### config.mk
export PLATFORM = sky130hd
export DESIGN_NAME = spi_frame_sequencer
export DESIGN_NICKNAME = d
export VERILOG_FILES = /design/src/rtl/spi_frame_sequencer.sv
export SDC_FILE = /design/constraint.sdc
export NUM_CORES = 1
export LEC_CHECK = 0
export CAP_MARGIN = 20
export CORE_UTILIZATION = 25
export CTS_CLUSTER_DIAMETER = 60
export DETAILED_ROUTE_END_ITERATION = 10
export GPL_ROUTABILITY_DRIVEN = 0
export PLACE_DENSITY = 0.55
export SLEW_MARGIN = 15
export SYNTH_ARGS = -nofsm -noshare
export SYNTH_HDL_FRONTEND = slang
export SYNTH_SLANG_ARGS = --single-unit
### constraint.sdc
create_clock -name serial_clk -period 2.5 [get_ports serial_clk]
set_input_delay 0.5 -clock serial_clk [delete_from_list [all_inputs] [get_ports serial_clk]]
set_output_delay 0.5 -clock serial_clk [all_outputs]
set_load 0.02 [all_outputs]
### src/rtl/spi_frame_sequencer.sv
// Frame sequencer for a time-multiplexed SPI receiver: paces chip_select frames
// and gaps, captures each channel's sample into a one-entry valid/ready buffer.
module spi_frame_sequencer #(
  parameter int FRAME_BITS  = 32,
  parameter int DATA_BITS   = 16,
  parameter int IDLE_CYCLES = 2,
  parameter int NUM_CH      = 2,
  localparam int CH_W       = (NUM_CH > 1) ? $clog2(NUM_CH) : 1
) (
  input  logic                 serial_clk,
  input  logic                 reset,
  input  logic                 enable,
  output logic                 chip_select,
  input  logic [DATA_BITS-1:0] rx_data,
  output logic [DATA_BITS-1:0] sample_data,
  output logic [CH_W-1:0]      sample_ch,
  output logic                 sample_valid,
  input  logic                 sample_ready,
  output logic                 overrun,
  input  logic                 overrun_clr,
  output logic                 busy
);

  localparam int CNT_MAX = (FRAME_BITS > IDLE_CYCLES) ? FRAME_BITS : IDLE_CYCLES;
  localparam int CNT_W   = $clog2(CNT_MAX + 1);

  localparam logic [CNT_W-1:0] CAP_AT     = CNT_W'(DATA_BITS);
  localparam logic [CNT_W-1:0] FRAME_LAST = CNT_W'(FRAME_BITS - 1);
  localparam logic [CNT_W-1:0] GAP_LAST   = CNT_W'(IDLE_CYCLES - 1);
  localparam logic [CH_W-1:0]  CH_LAST    = CH_W'(NUM_CH - 1);

  typedef enum logic [1:0] {
    IDLE  = 2'd0,
    FRAME = 2'd1,
    GAP   = 2'd2
  } state_t;

  state_t                 state_q;
  logic [CNT_W-1:0]       cnt_q;
  logic [CH_W-1:0]        ch_q;
  logic                   cs_q;
  logic                   busy_q;
  logic                   valid_q;
  logic [DATA_BITS-1:0]   data_q;
  logic [CH_W-1:0]        sch_q;
  logic                   ovr_q;

  logic cap;
  logic load;
  logic drop;
  logic xfer;

  // The receiver latched its word on the previous edge, so rx_data is stable here.
  assign cap  = (state_q == FRAME) && (cnt_q == CAP_AT);
  assign xfer = valid_q & sample_ready;
  assign load = cap & (~valid_q | sample_ready);
  assign drop = cap & valid_q & ~sample_ready;

  always_ff @(posedge serial_clk) begin
    if (reset) begin
      state_q <= IDLE;
      cnt_q   <= '0;
      ch_q    <= '0;
      cs_q    <= 1'b1;
      busy_q  <= 1'b0;
      valid_q <= 1'b0;
      data_q  <= '0;
      sch_q   <= '0;
      ovr_q   <= 1'b0;
    end else begin
      case (state_q)
        IDLE: begin
          if (enable) begin
            state_q <= FRAME;
            cs_q    <= 1'b0;
            cnt_q   <= '0;
            busy_q  <= 1'b1;
          end
        end
        FRAME: begin
          if (cnt_q == FRAME_LAST) begin
            state_q <= GAP;
            cs_q    <= 1'b1;
            cnt_q   <= '0;
          end else begin
            cnt_q <= cnt_q + 1'b1;
          end
        end
        GAP: begin
          if (cnt_q == GAP_LAST) begin
            cnt_q <= '0;
            if (enable) begin
              state_q <= FRAME;
              cs_q    <= 1'b0;
              ch_q    <= (ch_q == CH_LAST) ? '0 : ch_q + 1'b1;
            end else begin
              state_q <= IDLE;
              ch_q    <= '0;
              busy_q  <= 1'b0;
            end
          end else begin
            cnt_q <= cnt_q + 1'b1;
          end
        end
        default: begin
          state_q <= IDLE;
          cnt_q   <= '0;
          cs_q    <= 1'b1;
          busy_q  <= 1'b0;
        end
      endcase

      if (load) begin
        valid_q <= 1'b1;
        data_q  <= rx_data;
        sch_q   <= ch_q;
      end else if (xfer) begin
        valid_q <= 1'b0;
      end

      // A drop on the same edge as a clear request wins.
      if (drop) begin
        ovr_q <= 1'b1;
      end else if (overrun_clr) begin
        ovr_q <= 1'b0;
      end
    end
  end

  assign chip_select  = cs_q;
  assign busy         = busy_q;
  assign sample_valid = valid_q;
  assign sample_data  = data_q;
  assign sample_ch    = sch_q;
  assign overrun      = ovr_q;

endmodule

Word-level counts from Yosys, hierarchy flattened:

Cells that the tools add are included.
W data, S select, Z words.

* add/sub/neg operators: 2
* multipliers: 0
* divide/modulo/power cells: 0
* order comparisons: 0
* equality and inequality tests: 9
* shifts and indexed selects: 0
* muxes and demuxes: 23
* bitwise logic cells: 8
* reduce and logical (&&, ||, !) cells: 8

Operators with widths (number)
* $mux W6: 3
* $pmux W6 S3: 1
* $mux W1: 13
* $eq A6 B5 Y1 const B: 2
* $add A6 B1 Y6 const B: 1
* $eq A6 B1 Y1 const B: 1
* $mux W2: 3
* $ne A2 B2 Y1 const B: 3
* $pmux W1 S3: 2
* $pmux W2 S3: 1
* $and A1 B1 Y1: 4
* $reduce_and A2 Y1: 2
* $reduce_and A4 Y1: 1
* $reduce_bool A2 Y1: 2
* $not A1 Y1: 3
* $reduce_and A3 Y1: 1
* $eq A2 B1 Y1 const B: 1
* $eq A2 B2 Y1 const B: 1
* $logic_not A2 Y1: 1
* $ne A2 B1 Y1 const B: 1
* $add A1 B1 Y1 const B: 1
* $logic_and A1 B1 Y1: 1
* $or A1 B1 Y1: 1

* bits in registers: 30
* bits in latches: 0
* bits in writable memories: 0
* ROM bits: 0
* input bits: 21
* logic and storage cells: 59
* memories kept: 0

Logic depth before layout (Yosys ltp):

* word-level depth: 5
* mapped depth: 8
* gate-level depth less buffers: 6

Worst setup path after synthesis:

No wires, ideal clock.

* kind: register -> register
* start: reg cnt_q[1]
* end: reg state_q[0]
* arrival time: 1.507 ns
* required time: 2.379 ns
* path slack: 0.872 ns
* cell stages (with the launch flop): 7
* clock period less this slack: 1.628 ns
* cell sequence: dfxtp_1 inv_1 ha_1 or3b_4 o31ai_4 nand3_2 mux2_4

* longest elaborated chain between the ends: 3

RTL lines
* start, declared: line 39 `logic [CNT_W-1:0] cnt_q;`
* start signal, assigned: line 86 `cnt_q <= cnt_q + 1'b1;`
* start signal, assigned: line 102 `cnt_q <= cnt_q + 1'b1;`
* $eq A6 B1 Y1 or $eq A6 B5 Y1 (tied branches): line 90, 81
* $ne A2 B2 Y1 (no line) or $ne A2 B1 Y1 (tied branches)
* $reduce_and A3 Y1 (no line) *
* end signal, assigned: line 93 `state_q <= FRAME;`
* end signal, assigned: line 97 `state_q <= IDLE;`
* end signal, assigned: line 106 `state_q <= IDLE;`
* end, declared: line 38 `state_t state_q;`

Mark *: on every way between the ends. The rest lies on a longest branch, timed or not.
A chain may end at the register's enable or synchronous reset.

Final worst setup path:

Same ends and word-level chain as after synthesis.

==> metrics <==
row cnt=26; fin crit share=0.718; CTS tree=yes; CP max FO=4; DR vias=1111; Setup CP Type=reg -> reg; R2R Path End=state_q[0]$_SDFFE_PP0P_; grt ovf=0; Worst Setup SP=cnt_q[1]$_SDFFE_PP0P_; Die Ht=roughly 76 microns; R2R Setup Slk=0.70 ns; TNS Setup=0 ns; initial cell density of the core=0.263; yosys warns=0; final setup skew=just under 0.01 ns; most frequent cell after synthesis=dfxtp_1; Critical Path Start Type=register; most common flop cell mapped by yosys=dfxtp_1; CP peak stage delay=around 0.4 ns; CTS root buf=clkbuf_8; port buffer count=a little over 40; Ports=between 40 and 50; Critical Path RT=roughly 2.7 ns; Place WS=between 0.5 and 0.6 ns; max-cap viol count=0; Crit-path slowest cell=or3b_4; GR Util All Layers=0.112; CTS HTree Levels=2; fin nets=roughly 210; Num CTS Buffers=5; HP Class=reg -> reg; DR iter-0 viols=37; initial antenna violation count=0; Max Transition Viols Final=0; status=finished clean; synth unique cells=37; Avg Cell Area, Syn=just under 10 sq um; relative slew slack=0.736; Final Hold Viols=0; # fillers=between 500 and 600; VDD IR max=approximately 0.00029 V; post-synthesis cell count=140; share of cells above drive strength 1=0.0856; post-cts resize count=0; Post-Syn Nets=around 170; number of global-route vias before repair=approximately 1000; cell taking the most area after synthesis=dfxtp_1; drt wl/cell=11.8 microns; Leakage=0.840 nW; largest net degree at the start of global routing=13; global-route wire length before repair=4670 microns; Die X=around 76 microns; # DRC=0; EDFF count, synth=0; hold buffer count at CTS=0; hold endpoint=ch_q$_SDFFE_PP0P_; worst hold slack=between 0.4 and 0.5 ns; slack of the critical path=0.704 ns; r2r startpoint=cnt_q[1]$_SDFFE_PP0P_; clock insertion delay at the later pin of the skew report=0.28 ns; post-synth top area share=0.441; CP Capture Type=register; HP Start=ch_q$_SDFFE_PP0P_; Core Area=5170 sq um; # diodes=0; Worst EP arrival=1.97 ns; register area share after synthesis=0.441; power per cell area=~740 nW/um^2; Post-DRT Antenna Nets=0; shortest period the worst path allows=around 1.8 ns; Least-Margin Pin Slew=around 0.39 ns; Clock Tree Buf Depth=2; Area Growth Syn to Fin=44.1%; fmax=between 500 and 600 MHz; main area contributors after synthesis=dfxtp_1, mux2i_1, nor2_1, ha_1, nand2b_1; number of buffers added for setup after CTS=0; clk slew on worst S/H paths=around 0.07 ns; worst path buffer plus inverter count=1; Setup violations, final=0; DIE AREA=around 5700 sq um; Pre-antenna DRT Iters=4; Post-Syn Area=1360 sq um; unrepaired setup endpoints after global routing=false; Seq cells post-synth=30; Hold Crit Depth=1; clock sinks=30; Crit path max-delay family=simple AND/OR/NAND/NOR gates; HPWL after DPL=approximately 2300 microns; Synth top cells by count=dfxtp_1, nor2_1, mux2i_1, ha_1; r2r worst-path depth=6; Cell Chain, Critical Path=inv_1 > ha_1 > or3b_4 > o31ai_4 > nand3_2 > mux2_4; vias per cell=between 4 and 5; Async S/R FF share, synth=0; routed wire length=just over 3000 microns
-- metrics by stage --
| step | util | cells | power [mW] | cell area (sq um) |
|---|---|---|---|---|
| floorplan | - | 140 | 0.842 | 1360 |
| global placement | 0.359 | 249 | 0.983 | 1860 |
| detailed placement | 0.359 | 249 | 0.978 | 1860 |
| CTS | 0.379 | 257 | 1.46 | 1960 |
| global route | 0.379 | 257 | 1.52 | 1960 |
| finish | 0.379 | 257 | 1.44 | 1960 |
-- layout by cell type (no fill, tap or decap), types with 2 or more instances in the layout --
cell              n
nor3_1            2
dfxtp_1          30
inv_1             5
a21oi_1           4
xnor2_1           2
nand4_1           2
nor3b_1           2
clkbuf_1          2
buf_4             4
xor2_1            2
nor2b_1           2
nand2b_1          4
clkbuf_8          5
a31oi_1           2
mux2i_1          17
nand3_1           3
ha_1              7
nor2_1           28
clkdlybuf4s50_1  41
nand2_1           5
-- final cells by class --
cell class | instances | area (sq um) | area share
clock buffer | 7 | 76.3 | 0.0389
timing repair buffer | 45 | 440 | 0.224
inverter | 5 | 18.8 | 0.00957
multi-input combinational | 99 | 708 | 0.361
clock inverter | 1 | 30.0 | 0.0153
tap | 70 | 87.6 | 0.0446
sequential | 30 | 601 | 0.306
-- state kept, by name, indices dropped and copies added (netlist names) --
register / cells
sample_valid: 1
busy: 1
chip_select: 1
state_q: 2
ch_q: 1
sample_ch: 1
overrun: 1
cnt_q: 6
sample_data: 16
-- cell families after synthesis --
group,share of synthesized area
flip-flops,0.441
multiplexers,0.136
XOR/XNOR,0.0257
buffers and inverters,0.0386
AO/OA/AOI/OAI,0.107
AND/OR/NAND/NOR,0.187
adder cells (fa/ha/maj),0.0643
-- how the worst max path moves through the flow --
stage | endpoint | slack, ns | cells after the start
after floorplan | state_q[0]$_SDFFE_PP0P_ | 0.87 | 6
after global placement | state_q[0]$_SDFFE_PP0P_ | 0.59 | 4
after detailed placement | state_q[0]$_SDFFE_PP0P_ | 0.56 | 4
after CTS | state_q[0]$_SDFFE_PP0P_ | 0.71 | 6
after global routing | state_q[0]$_SDFFE_PP0P_ | 0.62 | 6
final | state_q[0]$_SDFFE_PP0P_ | 0.70 | 6
-- power by group --
part | internal [mW] | switching (mW) | total, mW
logic | 0.195 | 0.232 | 0.427
clock network | 0.298 | 0.177 | 0.474
registers | 0.515 | 0.0281 | 0.543
total | 1.01 | 0.437 | 1.44
-- per-layer routing --
layer	routed length (microns)	global-route usage	vias up
met4	71	0.0679	0
met2	1300	0.173	34
met5	0	0	-
met3	227	0.0463	7
met1	1440	0.130	498
li1	-	-	572
(Power assumes the default switching activity.)
